### src/rtl/product_acc_pkg.sv
// ============================================================================
//  Module      : product_acc_pkg
//  Description : Shared constants and width helper for the product accumulator.
//  Revision    : 1.0 - initial release
// ============================================================================
`default_nettype none

package product_acc_pkg;

    localparam int COUNT_W = 16;

    // Sum width that can hold LEN full-scale products without overflow.
    function automatic int acc_width(input int width, input int len);
        return 2 * width + $clog2(len + 1);
    endfunction

endpackage

`default_nettype wire

### src/rtl/product_accumulator_if.sv
// ============================================================================
//  Module      : product_accumulator_if
//  Description : Product input stream and valid/ready sum output bundle.
//                Optional max_product signal under PRODUCT_ACC_MAX_EN.
//  Revision    : 1.0 - initial release
// ============================================================================
`default_nettype none

interface product_accumulator_if
    import product_acc_pkg::*;
#(
    parameter int WIDTH = 8,
    parameter int LEN   = 4
);
    localparam int ACC_W = acc_width(WIDTH, LEN);

    logic [2*WIDTH-1:0] P;
    logic               done;
    logic               clear;
    logic               sum_valid;
    logic               sum_ready;
    logic [ACC_W-1:0]   sum;
    logic [COUNT_W-1:0] group_count;
    logic               overflow;
`ifdef PRODUCT_ACC_MAX_EN
    logic [2*WIDTH-1:0] max_product;

    modport master (
        output P, done, clear, sum_ready,
        input  sum_valid, sum, group_count, overflow, max_product
    );

    modport slave (
        input  P, done, clear, sum_ready,
        output sum_valid, sum, group_count, overflow, max_product
    );
`else
    modport master (
        output P, done, clear, sum_ready,
        input  sum_valid, sum, group_count, overflow
    );

    modport slave (
        input  P, done, clear, sum_ready,
        output sum_valid, sum, group_count, overflow
    );
`endif

endinterface

`default_nettype wire

### src/rtl/sum_fifo.sv
// ============================================================================
//  Module      : sum_fifo
//  Description : Small synchronous FIFO with a registered head that keeps the
//                last popped value once the FIFO drains.
//  Revision    : 1.0 - initial release
// ============================================================================
`default_nettype none

module sum_fifo #(
    parameter int DW    = 8,
    parameter int DEPTH = 2
) (
    input  wire logic          clock,
    input  wire logic          reset,
    input  wire logic          push,
    input  wire logic [DW-1:0] push_data,
    output logic               full,
    input  wire logic          pop,
    output logic [DW-1:0]      head,
    output logic               empty
);

    localparam int PTR_W = (DEPTH > 1) ? $clog2(DEPTH) : 1;
    localparam int CNT_W = $clog2(DEPTH + 1);

    logic [DW-1:0]    r_mem [DEPTH];
    logic [PTR_W-1:0] r_wr_ptr;
    logic [PTR_W-1:0] r_rd_ptr;
    logic [CNT_W-1:0] r_count;
    logic [DW-1:0]    r_head;

    logic             w_rd;
    logic             w_wr;
    logic [PTR_W-1:0] w_rd_next;
    logic [PTR_W-1:0] w_wr_next;

    assign empty = (r_count == '0);
    assign full  = (r_count == CNT_W'(DEPTH));
    assign head  = r_head;

    // A push into a full FIFO is legal when a pop frees a slot on the same edge.
    assign w_rd      = pop && !empty;
    assign w_wr      = push && (!full || w_rd);
    assign w_rd_next = (r_rd_ptr == PTR_W'(DEPTH - 1)) ? '0 : r_rd_ptr + PTR_W'(1);
    assign w_wr_next = (r_wr_ptr == PTR_W'(DEPTH - 1)) ? '0 : r_wr_ptr + PTR_W'(1);

    always_ff @(posedge clock) begin
        if (w_wr) begin
            r_mem[r_wr_ptr] <= push_data;
        end
    end

    always_ff @(posedge clock or posedge reset) begin
        if (reset) begin
            r_wr_ptr <= '0;
            r_rd_ptr <= '0;
            r_count  <= '0;
            r_head   <= '0;
        end else begin
            if (w_wr) begin
                r_wr_ptr <= w_wr_next;
            end
            if (w_rd) begin
                r_rd_ptr <= w_rd_next;
            end
            case ({w_wr, w_rd})
                2'b10:   r_count <= r_count + CNT_W'(1);
                2'b01:   r_count <= r_count - CNT_W'(1);
                default: r_count <= r_count;
            endcase
            // Head tracks the oldest entry; with nothing left it holds the value just popped.
            if (w_rd) begin
                if (r_count > CNT_W'(1)) begin
                    r_head <= r_mem[w_rd_next];
                end else if (w_wr) begin
                    r_head <= push_data;
                end
            end else if (empty && w_wr) begin
                r_head <= push_data;
            end
        end
    end

endmodule

`default_nettype wire

### src/rtl/product_accumulator.sv
// ============================================================================
//  Module      : product_accumulator
//  Description : Sums every LEN multiplier products and queues the group sums.
//                Define PRODUCT_ACC_MAX_EN to add the max_product tracker.
//  Revision    : 1.0 - initial release
// ============================================================================
`default_nettype none

module product_accumulator
    import product_acc_pkg::*;
#(
    parameter int WIDTH = 8,
    parameter int LEN   = 4,
    parameter int DEPTH = 2
) (
    input  wire logic              clock,
    input  wire logic              reset,
    product_accumulator_if.slave   bus
);

    localparam int ACC_W = acc_width(WIDTH, LEN);
    localparam int IDX_W = (LEN > 1) ? $clog2(LEN) : 1;

    logic [ACC_W-1:0]   r_acc;
    logic [IDX_W-1:0]   r_idx;
    logic [COUNT_W-1:0] r_group_count;
    logic               r_overflow;

    logic               w_accept;
    logic               w_last;
    logic               w_complete;
    logic [ACC_W-1:0]   w_sum_next;
    logic               w_full;
    logic               w_empty;
    logic [ACC_W-1:0]   w_head;
    logic               w_pop;
    logic               w_push;

    assign w_accept   = bus.done && !bus.clear;
    assign w_last     = (r_idx == IDX_W'(LEN - 1));
    assign w_complete = w_accept && w_last;
    assign w_sum_next = r_acc + ACC_W'(bus.P);
    assign w_pop      = !w_empty && bus.sum_ready;
    // The multiplier cannot stall, so a group finding no room is dropped.
    assign w_push     = w_complete && (!w_full || w_pop);

    always_ff @(posedge clock or posedge reset) begin
        if (reset) begin
            r_acc <= '0;
            r_idx <= '0;
        end else if (bus.clear) begin
            r_acc <= '0;
            r_idx <= '0;
        end else if (bus.done) begin
            if (w_last) begin
                r_acc <= '0;
                r_idx <= '0;
            end else begin
                r_acc <= w_sum_next;
                r_idx <= r_idx + IDX_W'(1);
            end
        end
    end

    always_ff @(posedge clock or posedge reset) begin
        if (reset) begin
            r_group_count <= '0;
            r_overflow    <= 1'b0;
        end else begin
            if (w_push) begin
                r_group_count <= r_group_count + COUNT_W'(1);
            end
            if (w_complete && !w_push) begin
                r_overflow <= 1'b1;
            end
        end
    end

    sum_fifo #(
        .DW    (ACC_W),
        .DEPTH (DEPTH)
    ) u_sum_fifo (
        .clock     (clock),
        .reset     (reset),
        .push      (w_push),
        .push_data (w_sum_next),
        .full      (w_full),
        .pop       (w_pop),
        .head      (w_head),
        .empty     (w_empty)
    );

    assign bus.sum_valid   = !w_empty;
    assign bus.sum         = w_head;
    assign bus.group_count = r_group_count;
    assign bus.overflow    = r_overflow;

`ifdef PRODUCT_ACC_MAX_EN
    logic [2*WIDTH-1:0] r_max;

    always_ff @(posedge clock or posedge reset) begin
        if (reset) begin
            r_max <= '0;
        end else if (w_accept && (bus.P > r_max)) begin
            r_max <= bus.P;
        end
    end

    assign bus.max_product = r_max;
`else
`endif

endmodule

`default_nettype wire
### src/flat_wrapper.sv
// flat-port wrapper written by rule: the top's interface ports become plain ports
module product_accumulator_flat import product_acc_pkg::*;
#(
    parameter int WIDTH = 8,
    parameter int LEN   = 4,
    parameter int DEPTH = 2
)
  (clock, reset, bus_P, bus_done, bus_clear, bus_sum_ready, bus_sum_valid, bus_sum, bus_group_count, bus_overflow);
  product_accumulator_if #(.WIDTH(WIDTH), .LEN(LEN)) bus_i ();
  input  wire logic clock;
  input  wire logic reset;
  input wire logic [$bits(bus_i.P)-1:0] bus_P;
  input wire logic [$bits(bus_i.done)-1:0] bus_done;
  input wire logic [$bits(bus_i.clear)-1:0] bus_clear;
  input wire logic [$bits(bus_i.sum_ready)-1:0] bus_sum_ready;
  output wire logic [$bits(bus_i.sum_valid)-1:0] bus_sum_valid;
  output wire logic [$bits(bus_i.sum)-1:0] bus_sum;
  output wire logic [$bits(bus_i.group_count)-1:0] bus_group_count;
  output wire logic [$bits(bus_i.overflow)-1:0] bus_overflow;
  assign bus_i.P = bus_P;
  assign bus_i.done = bus_done;
  assign bus_i.clear = bus_clear;
  assign bus_i.sum_ready = bus_sum_ready;
  assign bus_sum_valid = bus_i.sum_valid;
  assign bus_sum = bus_i.sum;
  assign bus_group_count = bus_i.group_count;
  assign bus_overflow = bus_i.overflow;
  product_accumulator #(.WIDTH(WIDTH), .LEN(LEN), .DEPTH(DEPTH)) u_core (.clock(clock), .reset(reset), .bus(bus_i));
endmodule
### config.mk
export PLATFORM = sky130hd
export DESIGN_NAME = product_accumulator_flat
export DESIGN_NICKNAME = d
export VERILOG_FILES = /design/src/rtl/product_acc_pkg.sv /design/src/rtl/product_accumulator_if.sv /design/src/rtl/sum_fifo.sv /design/src/rtl/product_accumulator.sv /design/src/flat_wrapper.sv
export SDC_FILE = /design/constraint.sdc
export NUM_CORES = 1
export LEC_CHECK = 0
export ABC_AREA = 1
export BUFFER_PORTS_ARGS = -buffer_cell sky130_fd_sc_hd__buf_2
export CAP_MARGIN = 0
export CORE_MARGIN = 3
export CORE_UTILIZATION = 50
export DETAILED_ROUTE_END_ITERATION = 10
export PLACE_DENSITY = 0.78
export SLEW_MARGIN = 30
export SYNTH_ARGS = -nofsm -noshare
export SYNTH_HDL_FRONTEND = slang
export SYNTH_SLANG_ARGS = --single-unit
### constraint.sdc
create_clock -name clock -period 2.3 [get_ports clock]
set_input_delay 0.46 -clock clock [delete_from_list [all_inputs] [get_ports clock]]
set_output_delay 0.46 -clock clock [all_outputs]
set_load 0.03 [all_outputs]
==> out/qor.txt <==
Status = completed
Antenna violations before repair = 0
Setup Viol. Count Final = 0
RePlAce Congestion = 0.932
Clock power frac = 0.223
Reg power frac = 0.403
Largest net degree at the start of global routing = 39
Min cycle time layout = 2.15 ns
Worst Setup SP = u_core.r_acc[0]$_DFFE_PP0P_
DR iter-0 viols = 340
Post-DP Area = 5630 µm²
Post-CTS Resized = 0
Final setup TNS = 0 ns
NetSw = 2270 µW
Via density = 5.24
CTS Sinks = 99
Distinct cells, synth = 30
Met3 routed WL = 652 µm
Final WL = 12100 µm
CTS tree = done
Vias in the first global route = 4060
# port buffers = 57
Tcrit/Tclk final = 0.934
Max VDD drop = 0.000485 V
Core Rows = 36
Max_slew headroom = 0.498
Die height = 107 µm
Layout cells sized above 1 = 0.158
Post-CTS Setup Repair Bufs = 0
Synth Area per Inst = 8.66 µm²
Post-route DRC = 0
Hold Violations, Final = 0
Final ANT Viol Nets = 0
Worst Path Max Fanout = 3
Ant diodes = 0
M1 wire length = 5530 µm
Worst path max stage delay = 0.41 ns
Core area = 9860 µm²
Routed wire per std cell = 15.1 µm
Sequential-to-total area share from yosys stat = 0.520
Final core utilization = 0.595
DR vias = 4184
Sw frac = 0.399
Clock root cell = clkbuf_8
Synth Register Bits = 99
First-pass GRT wire length = 19800 µm
Comb pwr share = 0.374
CTS clock-pin slew for the worst setup and hold paths = 0.10 ns
Drt pass-1 iters = 5
Worst Path Required = 2.55 ns
Total GRT Usage = 0.219
Crit end category = register
Mapped cell area = 5130 µm²
CP cell instances = ha_1 > fa_1 > nand3_1 > nand3_1 > nand2_1 > nand2_1 > nand3_1 > nand2_1 > nand2_1 > nand3_1 > nand2_1 > nand2_1
Synthesis Warnings = 0
Worst slew pin tran = 0.752 ns
Synth Net Count = 637
CTS Hold Buffers Added = 0
Worst r2r src = u_core.r_acc[0]$_DFFE_PP0P_
Syn Inst Count = 593
Num CTS Buffers = 9
Max cap viols = 0
Internal power = 3420 µW
Total gr overflow = 0
Dpl hpwl = 8880 µm
Power Density = 970 nW/µm²
Fmax = 466 MHz
Layout area overhead = 14.3%
Startpoint Class = register
Bufs on Longest Clock Path = 2
Htree depth = 3
Crit-path most repeated cell = nand2_1
Finished Cell Area = 5870 µm²
Highest routed layer = met4
Leakage dissipation = 0.00301 µW
Slew Limit Fails = 0
Starting Density = 0.520
Crit path max-delay cell type = dfrtp_1
Die area = 11500 µm²
Number of fill cells = 855
CP Data Arrival Time = 2.40 ns
Final Skew = 0.0122 ns
Min-Delay Path Class = input port to asynchronous set/reset pin
Top Ports = 58
Setup CP Type = register to register
Clock Latency Late Sink = 0.37 ns
Die Width = 107 µm
Final hold slack = 0.126 ns
RSZ-0062 raised after global routing = no
Nets = 704
Met2 routed WL = 5700 µm
[registers in the layout (all words and copies together), names as in the netlist]
register / flops
u_core.bus.group_count: 16
u_core.bus.overflow: 1
u_core.r_acc: 19
u_core.r_idx: 2
u_core.u_sum_fifo.head: 19
u_core.u_sum_fifo.r_count: 2
u_core.u_sum_fifo.r_mem: 38
u_core.u_sum_fifo.r_rd_ptr: 1
u_core.u_sum_fifo.r_wr_ptr: 1
[power by group through the flow]
stage | registers [µW] | clock network (µW) | logic, µW
finish | 2290 | 1270 | 2130
global route | 2320 | 1360 | 2360
CTS | 2290 | 1280 | 2110
detailed placement | 2330 | 0 | 2100
global placement | 2320 | 0 | 2040
floorplan | 2640 | 0 | 1180
[synthesized netlist by cell type]
library cell	number	area share
dfrtp_1	61	0.30
nor2_1	30	0.022
nand2_1	201	0.15
nor3_2	1	0.0019
a31oi_1	2	0.0024
a22o_1	5	0.0085
o21ai_0	25	0.024
nor3_1	2	0.0019
nand4_1	4	0.0049
a21oi_1	42	0.041
o21bai_1	3	0.0044
fa_1	1	0.0039
buf_2	5	0.0049
xor2_1	12	0.020
edfxtp_1	38	0.22
clkbuf_1	6	0.0044
o21ai_1	3	0.0029
nor2_2	4	0.0049
nand2_4	2	0.0044
inv_1	58	0.042
o211ai_1	1	0.0015
nor2_4	3	0.0066
nand3_1	38	0.037
buf_4	2	0.0029
nand2_2	3	0.0037
inv_2	3	0.0022
xnor2_1	12	0.020
nor4_1	3	0.0037
buf_6	1	0.0022
ha_1	22	0.054
[worst max-delay path: cells and delay by family (launching register included)]
family                     cells  cell delay (ns)
DFF                            1             0.41
adders and majority gates      2             0.63
and+or+nand+nor               10             0.99
[per-stage QoR]
| stage | cells | worst slack [ns] | total power (µW) |
|---|---|---|---|
| after detailed placement | 782 | 0.0328 | 4430 |
| final | 798 | 0.152 | 5690 |
| after global placement | 782 | 0.106 | 4360 |
| after CTS | 798 | 0.113 | 5680 |
| after floorplan | 593 | 0.169 | 3820 |
| after global routing | 798 | 0.0111 | 6040 |
[final cells by class]
cell class / instances / area [µm²] / area share
tap: 133 / 166 / 0.0284
sequential: 99 / 2670 / 0.455
clock buffer: 10 / 128 / 0.0218
timing repair buffer: 70 / 403 / 0.0687
multi-input combinational: 419 / 2180 / 0.371
clock inverter: 6 / 96.3 / 0.0164
inverter: 61 / 229 / 0.0390
[cells by family (layout without fill, tap and decap cells)]
| family | after synthesis | count (layout) | synth area share |
|---|---|---|---|
| compound gates | 81 | 81 | 0.0851 |
| fa+ha+maj | 23 | 23 | 0.0575 |
| simple gates | 291 | 291 | 0.238 |
| xor+xnor | 24 | 24 | 0.0409 |
| flops | 99 | 99 | 0.520 |
| buf+inv | 75 | 147 | 0.0590 |
[layout by cell type, fill, tap and decap left out, types with 4 or more instances in the layout]
master	instances
edfxtp_1	38
nor2_2	6
a22o_1	5
inv_2	4
inv_1	57
nand4_1	4
xor2_1	12
nor2_1	28
a21oi_1	42
ha_1	22
dfrtp_1	61
xnor2_1	11
clkbuf_8	9
nand3_1	38
o21ai_0	25
buf_2	57
buf_4	11
nand2_1	201
[final timing paths]
path	endpoint	slack (ns)	depth (start not counted)
setup reg to reg	u_core.u_sum_fifo.head[14]$_DFFE_PP0P_	0.15	12
min in group clock	u_core.r_idx[1]$_DFFE_PP0P_	0.37	3
setup / recovery	u_core.u_sum_fifo.head[14]$_DFFE_PP0P_	0.15	12
max in group asynchronous	u_core.u_sum_fifo.head[16]$_DFFE_PP0P_	1.57	3
hold reg to reg	u_core.bus.group_count[15]$_DFFE_PP0P_	0.47	1
hold / removal	u_core.u_sum_fifo.head[5]$_DFFE_PP0P_	0.13	2
[metal layers]
layer / GRT usage / vias up
met5: 0 / -
met4: 0.0685 / 0
met3: 0.0354 / 20
met2: 0.343 / 135
met1: 0.315 / 1967
li1: - / 2062
Power figures use the tool's default switching activity.
